<file path="src/rtl/alu_op_sequencer.sv">
// Valid/ready front-end for a 32-bit combinational ALU: registers the operands,
// waits a fixed settle time, then captures and hands off the ALU result.
module alu_op_sequencer #(
    parameter int W             = 32,
    parameter int SETTLE_CYCLES = 2,
    parameter int CNT_W         = 16
) (
    input  logic             clk,
    input  logic             reset,
    input  logic             in_valid,
    output logic             in_ready,
    input  logic [5:0]       in_funct,
    input  logic [W-1:0]     in_a,
    input  logic [W-1:0]     in_b,
    output logic [W-1:0]     alu_a,
    output logic [W-1:0]     alu_b,
    output logic [5:0]       alu_signal,
    input  logic [W-1:0]     alu_result,
    output logic             out_valid,
    input  logic             out_ready,
    output logic [W-1:0]     out_data,
    output logic             out_err,
    output logic [CNT_W-1:0] op_count
);

    localparam logic [1:0] ST_IDLE = 2'd0;
    localparam logic [1:0] ST_WAIT = 2'd1;
    localparam logic [1:0] ST_DONE = 2'd2;

    localparam logic [5:0] F_ADD = 6'd32;
    localparam logic [5:0] F_SUB = 6'd34;
    localparam logic [5:0] F_AND = 6'd36;
    localparam logic [5:0] F_OR  = 6'd37;
    localparam logic [5:0] F_SLT = 6'd42;

    // Settle counter starts at SETTLE_CYCLES-1 so the result is sampled on the
    // SETTLE_CYCLES-th edge after the accepting edge.
    localparam logic [3:0] CNT_INIT = 4'(SETTLE_CYCLES - 1);

    logic [1:0] state_r;
    logic [3:0] cnt_r;

    function automatic logic funct_supported(input logic [5:0] f);
        case (f)
            F_ADD, F_SUB, F_AND, F_OR, F_SLT: return 1'b1;
            default:                          return 1'b0;
        endcase
    endfunction

    assign in_ready = (state_r == ST_IDLE) && reset;

    // Sequencer state, ALU input registers and result handoff registers.
    always_ff @(posedge clk) begin
        if (!reset) begin
            state_r    <= ST_IDLE;
            cnt_r      <= 4'd0;
            alu_a      <= {W{1'b0}};
            alu_b      <= {W{1'b0}};
            alu_signal <= 6'd0;
            out_data   <= {W{1'b0}};
            out_valid  <= 1'b0;
            out_err    <= 1'b0;
            op_count   <= {CNT_W{1'b0}};
        end else begin
            case (state_r)
                ST_IDLE: begin
                    if (in_valid) begin
                        if (funct_supported(in_funct)) begin
                            alu_a      <= in_a;
                            alu_b      <= in_b;
                            alu_signal <= in_funct;
                            cnt_r      <= CNT_INIT;
                            state_r    <= ST_WAIT;
                        end else begin
                            out_data  <= {W{1'b0}};
                            out_err   <= 1'b1;
                            out_valid <= 1'b1;
                            state_r   <= ST_DONE;
                        end
                    end
                end
                ST_WAIT: begin
                    // alu_result is only looked at on this single edge.
                    if (cnt_r != 4'd0) begin
                        cnt_r <= cnt_r - 4'd1;
                    end else begin
                        out_data  <= alu_result;
                        out_err   <= 1'b0;
                        out_valid <= 1'b1;
                        state_r   <= ST_DONE;
                    end
                end
                ST_DONE: begin
                    if (out_ready) begin
                        out_valid <= 1'b0;
                        op_count  <= op_count + CNT_W'(1);
                        state_r   <= ST_IDLE;
                    end
                end
                default: begin
                    state_r   <= ST_IDLE;
                    out_valid <= 1'b0;
                end
            endcase
        end
    end

endmodule

</file>
<file path="config.mk">
export PLATFORM = sky130hd
export DESIGN_NAME = alu_op_sequencer
export DESIGN_NICKNAME = d
export VERILOG_FILES = /design/src/rtl/alu_op_sequencer.sv
export SDC_FILE = /design/constraint.sdc
export NUM_CORES = 1
export LEC_CHECK = 0
export CORE_ASPECT_RATIO = 1.5
export CORE_MARGIN = 2
export CORE_UTILIZATION = 40
export CTS_CLUSTER_SIZE = 28
export DETAILED_ROUTE_END_ITERATION = 8
export GPL_TIMING_DRIVEN = 0
export PLACE_DENSITY_LB_ADDON = 0.08
export SETUP_SLACK_MARGIN = 0.05
export SLEW_MARGIN = 25
export SYNTH_ARGS = -nofsm -noshare
export SYNTH_HDL_FRONTEND = slang
export SYNTH_SLANG_ARGS = --single-unit
</file>
<file path="constraint.sdc">
create_clock -name clk -period 2.2 [get_ports clk]
set_input_delay 0.44 -clock clk [delete_from_list [all_inputs] [get_ports clk]]
set_output_delay 0.44 -clock clk [all_outputs]
set_load 0.1 [all_outputs]
</file>
==> results.sh, run 1 <==
export IMPL_numCtsBuffers=17
export IMPL_seqCellArea_um2=2536
export IMPL_setup_viol=0
export IMPL_end_kind="primary output"
export IMPL_hold_ws_ps=449.1
export IMPL_drc=0
export IMPL_first_global_vias=4455
export IMPL_rr_worst_depth=6
export IMPL_holdPathStages=2
export IMPL_firstDrtPassIters=4
export IMPL_min_period_ps=2104
export IMPL_slowest_stage="dlygate4sd2_1"
export IMPL_cts_tree="built"
export IMPL_synth_seq_cells=126
export IMPL_gr_total_overflow=0
export IMPL_cts_sinks=126
export IMPL_synthArstFlopShare_pct=0
export IMPL_start_kind="flip-flop"
export IMPL_maxCapViolCount=0
export IMPL_start_util_pct=40.84
export IMPL_synth_nets=616
export IMPL_drive_above_1_share_pct=8.126
export IMPL_dp_hpwl_um=9937
export IMPL_portBuffers=226
export IMPL_synthMostInstantiatedCell="nand2_1"
export IMPL_crit_buf_inv=1
export IMPL_avgSynthCellArea_um2=8.857
export IMPL_dieArea_um2=12110
export IMPL_multi_input_area_um2=1833
export IMPL_grt_max_degree=17
export IMPL_htree_levels=4
export IMPL_regToRegStartpoint="cnt_r[0]"
export IMPL_p_per_area_nw_per_um2=772.8
export IMPL_rrSetupSlack_ps=310
export IMPL_hold_start="alu_signal[0]"
export IMPL_p_leak_nw=3.280
export IMPL_worstHoldEndpoint="alu_signal[0]"
export IMPL_crit_path_max_fanout=7
export IMPL_syn_cell_area_um2=4491
export IMPL_fin_worst_skew_ps=13.52
export IMPL_crit_type="reg2out"
export IMPL_crit_chain="dlygate4sd2_1"
export IMPL_slew_violations=0
export IMPL_cp_slowest_stage_delay_ps=870
export IMPL_cts_reportedPaths_clkPinSlew_ps=50
export IMPL_cts_root_buffer="clkbuf_16"
export IMPL_fillCellCount=989
export IMPL_yosysSeqAreaShare_pct=56.17
export IMPL_io_pins=227
export IMPL_vias=4433
export IMPL_relSlewSlack_pct=30.86
export IMPL_grt_usage_pct=21.58
export IMPL_die_height_um=133.8
export IMPL_tightest_slew_ps=1041
export IMPL_ctsHoldBuffers=0
export IMPL_utilization_pct=67.44
export IMPL_antenna_found_initial=0
export IMPL_final_cells=910
export IMPL_synth_edf_count=0
export IMPL_ys_flop_type="dfxtp_1"
export IMPL_n_antenna_cell=0
export IMPL_ys_warn_count=0
export IMPL_syn_inst=507
export IMPL_clk_latency_ps=400
export IMPL_ant_nets=0
export IMPL_routed_wl_um=13010
export IMPL_min_path_type="reg2reg"
export IMPL_ys_top_cells_by_area="dfxtp_1 (56%), nand2_1 (12%), a21oi_1 (8.1%)"
export IMPL_vias_per_cell=4.871
export IMPL_ys_types=37
export IMPL_fmax_mhz=475.3
export IMPL_coreArea_um2=11000
export IMPL_grt_first_pass_wirelength_um=21220
export IMPL_drt_wirelength_per_cell_um=14.30
export IMPL_regToRegEndpoint="out_data[7]"
export IMPL_worstPathRequired_ps=1760
export IMPL_startpoint="op_count[3]"
export IMPL_yosys_area_top_type="dfxtp_1"
export IMPL_synth_top_area_share_pct=56.17
export IMPL_ir_drop_uv=613.6
export IMPL_place_inst=880
export IMPL_fin_ws_ps=96.05
export IMPL_finalHoldViolations=0
export IMPL_drt_initial_drc_count=117
export IMPL_fin_crit_sh_pct=95.63
export IMPL_die_w_um=90.51
export IMPL_status="finished, final reports clean"
export IMPL_rsz0062_at_grt="false"
export IMPL_area_delta_synth_final_pct=65.14
export IMPL_cp_arrival_ps=1660
export IMPL_crit_family="buffers and inverters"
export IMPL_fin_nets=860
export IMPL_cts_path_max_buffers=2
export IMPL_synthTopCellsByCount="nand2_1 (144), dfxtp_1 (126), a21oi_1 (73), a22o_1 (32), clkbuf_1 (29)"
export IMPL_cts_setup_buffers=0
export IMPL_pre_cts_ws_ps=-1188
export IMPL_placementRows=47
export IMPL_place_congestion=0.8586
registers in the layout (all words and copies together) (netlist names):
register and flops:
alu_a 32, alu_b 32, out_data 32, op_count 16
alu_signal 6, cnt_r 4, state_r 2, out_err 1
out_valid 1
per-layer routing:
| metal | part of all wire (%) | vias up | global-route usage [%] |
|---|---|---|---|
| li1 | - | 2210 | - |
| met1 | 40 | 2024 | 23.47 |
| met2 | 51 | 178 | 38.93 |
| met3 | 6.4 | 21 | 6.448 |
| met4 | 2.6 | 0 | 8.632 |
| met5 | 0 | - | 0 |
where the power goes:
part / leakage (nW) / switching (mW) / internal (mW) / total, mW
clock network: 0.286 / 0.961 / 1.80 / 2.76
logic: 1.97 / 0.392 / 0.242 / 0.634
registers: 1.02 / 0.0196 / 2.32 / 2.34
total: 3.28 / 1.37 / 4.36 / 5.73
final cells by class:
cell class                 instances  share of cell area (%)
buffer                            31                   1.856
clock inverter                    11                   1.923
sequential                       126                   34.20
timing repair buffer             226                   28.50
clock buffer                      20                   6.023
inverter                           6                  0.3037
tap                              147                   2.480
multi-input combinational        343                   24.72
cells by family after synthesis:
kind of cell,synth area share [%]
multiplexers,0.6687
flip-flops,56.17
AO/OA/AOI/OAI,16.05
XOR/XNOR,2.536
AND/OR/NAND/NOR,20.37
buffers and inverters,3.371
adder cells (fa/ha/maj),0.8360
worst max path at each step:
| stage | end | slack, ps | depth (start not counted) |
|---|---|---|---|
| 3_5_place_dp | in_ready | -1190 | 5 |
| 4_1_cts | alu_a[16] | 50 | 7 |
| 6_report | op_count[3] | 100 | 1 |
| 3_3_place_gp | in_ready | -1190 | 5 |
| 2_1_floorplan | op_count[15] | 190 | 4 |
| 5_1_grt | out_data[23] | 50 | 6 |
placed cells by master, fill, tap and decap left out, types with 11 or more instances in the layout:
| master | netlist | layout |
|---|---|---|
| clkdlybuf4s50_1 | 0 | 104 |
| a21oi_1 | 73 | 73 |
| nand2_1 | 144 | 144 |
| dfxtp_2 | 0 | 11 |
| clkbuf_1 | 29 | 20 |
| dlygate4sd2_1 | 0 | 116 |
| dfxtp_1 | 126 | 115 |
| nor2_1 | 21 | 21 |
| clkbuf_2 | 0 | 11 |
| a22o_1 | 32 | 32 |
| clkbuf_16 | 0 | 17 |
stage by stage:
| step | total power, mW | TNS, ps | instance area [um^2] |
|---|---|---|---|
| finish | 5.731 | 0 | 7416 |
| floorplan | 2.742 | 0 | 4516 |
| global placement | 3.032 | -33220 | 6962 |
| detailed placement | 3.042 | -37510 | 6962 |
| global route | 5.945 | 0 | 7416 |
| CTS | 5.782 | 0 | 7407 |
what timing repair did:
action                     in CTS  in global routing
setup endpoints to repair     135                 83
pin swaps                       0                  0
resized for setup             133                 18
Power figures use the tool's default switching activity.
==> inputs of run 2 (changes only) <==
SETUP_SLACK_MARGIN = 0.2   (was 0.05)
==> run 2 against run 1 <==
Compared with the run above: power fell by 1.6%; design area up 4.1%; first-iteration DRC count did not move; critical path type is now in2reg; largest power group unchanged.
==> results.sh, run 2 (synthesized netlist as in run 1, its figures left out) <==
export IMPL_cp_arrival_ps=2280
export IMPL_gr_total_overflow=0
export IMPL_start_kind="input port"
export IMPL_maxCapViolCount=0
export IMPL_firstDrtPassIters=5
export IMPL_grt_usage_pct=22.06
export IMPL_crit_buf_inv=3
export IMPL_drc=0
export IMPL_ctsHoldBuffers=0
export IMPL_tightest_slew_ps=584.3
export IMPL_io_pins=227
export IMPL_min_path_type="in2reg"
export IMPL_p_leak_nw=2.783
export IMPL_slew_violations=0
export IMPL_rsz0062_at_grt="true"
export IMPL_cts_tree="built"
export IMPL_fin_ws_ps=255.2
export IMPL_drt_wirelength_per_cell_um=14.65
export IMPL_final_setup_tns_ps=0
export IMPL_postLayoutCellArea_um2=7721
export IMPL_end_kind="flip-flop"
export IMPL_grt_first_pass_wirelength_um=21290
export IMPL_routed_wl_um=13360
export IMPL_area_delta_synth_final_pct=71.94
export IMPL_largestRegisters="alu_a (32), alu_b (32), out_data (32)"
export IMPL_clk_latency_ps=410
export IMPL_start_util_pct=40.84
export IMPL_crit_family="buffers and inverters"
export IMPL_crit_chain="clkdlybuf4s50_1 -> mux2i_1 -> and4_1 -> clkbuf_2 -> clkbuf_1 -> nand2_1 -> a21oi_1"
export IMPL_dieArea_um2=12110
export IMPL_ir_drop_uv=654.4
export IMPL_min_period_ps=1945
export IMPL_numCtsBuffers=17
export IMPL_place_congestion=0.8913
export IMPL_utilization_pct=70.21
export IMPL_placementRows=47
export IMPL_ant_nets=0
export IMPL_portBuffers=226
export IMPL_worstPathRequired_ps=2530
export IMPL_crit_path_max_fanout=10
export IMPL_p_per_area_nw_per_um2=730.6
export IMPL_setup_viol=0
export IMPL_die_w_um=90.51
export IMPL_cts_root_buffer="clkbuf_16"
export IMPL_dp_hpwl_um=10140
export IMPL_drive_above_1_share_pct=24.31
export IMPL_grt_max_degree=17
export IMPL_fmax_mhz=514.2
export IMPL_slowest_stage="clkdlybuf4s50_1"
export IMPL_layout_commonest_cell="nand2_1"
export IMPL_vias_per_cell=4.921
export IMPL_cts_path_max_buffers=2
export IMPL_htree_levels=4
export IMPL_n_antenna_cell=0
export IMPL_coreArea_um2=11000
export IMPL_die_height_um=133.8
export IMPL_place_area_um2=6967
export IMPL_cts_sinks=126
export IMPL_layout_common_cells="nand2_1 (144), clkdlybuf4s15_2 (119), dfxtp_1 (115)"
export IMPL_fin_crit_sh_pct=88.40
export IMPL_fin_worst_skew_ps=9.659
export IMPL_pre_cts_ws_ps=-1182
export IMPL_relSlewSlack_pct=61.23
export IMPL_vias=4488
export IMPL_antenna_found_initial=0
export IMPL_drt_initial_drc_count=117
export IMPL_cts_reportedPaths_clkPinSlew_ps=60
export IMPL_hold_ws_ps=389.6
export IMPL_crit_type="in2reg"
export IMPL_cp_slowest_stage_delay_ps=500
export IMPL_status="finished, final reports clean"
export IMPL_fin_nets=862
export IMPL_first_global_vias=4555
export IMPL_finalHoldViolations=0
## run 2: cell count changes in the layout (fill, tap and decap cells not counted), sizes merged, moves of 2 or more
cell,delta
clkdlybuf4s15,+115
clkinv,-2
buf,+2
bufinv,-2
clkbuf,+3
dlygate4sd2,-116
## run 2: where the power goes
part	switching, mW	total, mW	internal (mW)
Sequential	0.0211	2.34	2.32
Combinational	0.392	0.647	0.255
Clock	0.958	2.66	1.70
Total	1.37	5.64	4.27
## run 2: final cells by class
class | instances | area [um^2]
Tap cell | 147 | 183.9
Multi-Input combinational cell | 343 | 1839
Clock inverter | 9 | 82.58
Clock buffer | 22 | 495.5
Buffer | 32 | 143.9
Fill cell | 880 | 3276
Inverter | 6 | 22.52
Timing Repair Buffer | 227 | 2412
Sequential cell | 126 | 2541
## run 2: worst reg2reg max path: cells and delay by family, from the launching register on
family          cells  cell delay [ps]
compound gates      1              230
buf+inv             2              470
flops               1              340
fa+ha+maj           1              170
simple gates        2              570
## run 2: routing by layer
layer	up-vias	GRT usage, %	wire length (um)
li1	2212	-	-
met1	2074	21.75	4958
met2	175	41.38	7175
met3	27	6.731	847
met4	0	10.68	379
met5	-	0	0
## run 2: path summary, 6_finish.rpt
kind | endpoint | slack (ps) | depth (start not counted) | from
max | alu_b[26] | 260 | 7 | in_funct[1]
min | out_err | 390 | 2 | reset
max reg2reg | out_data[24] | 350 | 6 | cnt_r[0]
min reg2reg | alu_a[28] | 450 | 2 | alu_a[28]
## run 2: metrics by stage
step                      total power [mW]  instances
final                                5.641        912
after global routing                 5.842        912
after CTS                            5.697        911
after detailed placement             3.039        880
after global placement               3.029        880
after floorplan                      2.739        507
## run 2: repair_timing
item / CTS / global route
gates resized for setup: 371 / 24
buffers inserted: 0 / 1
pin swaps: 0 / 1
cloned: 0 / 0
endpoints found under the setup margin: 214 / 94
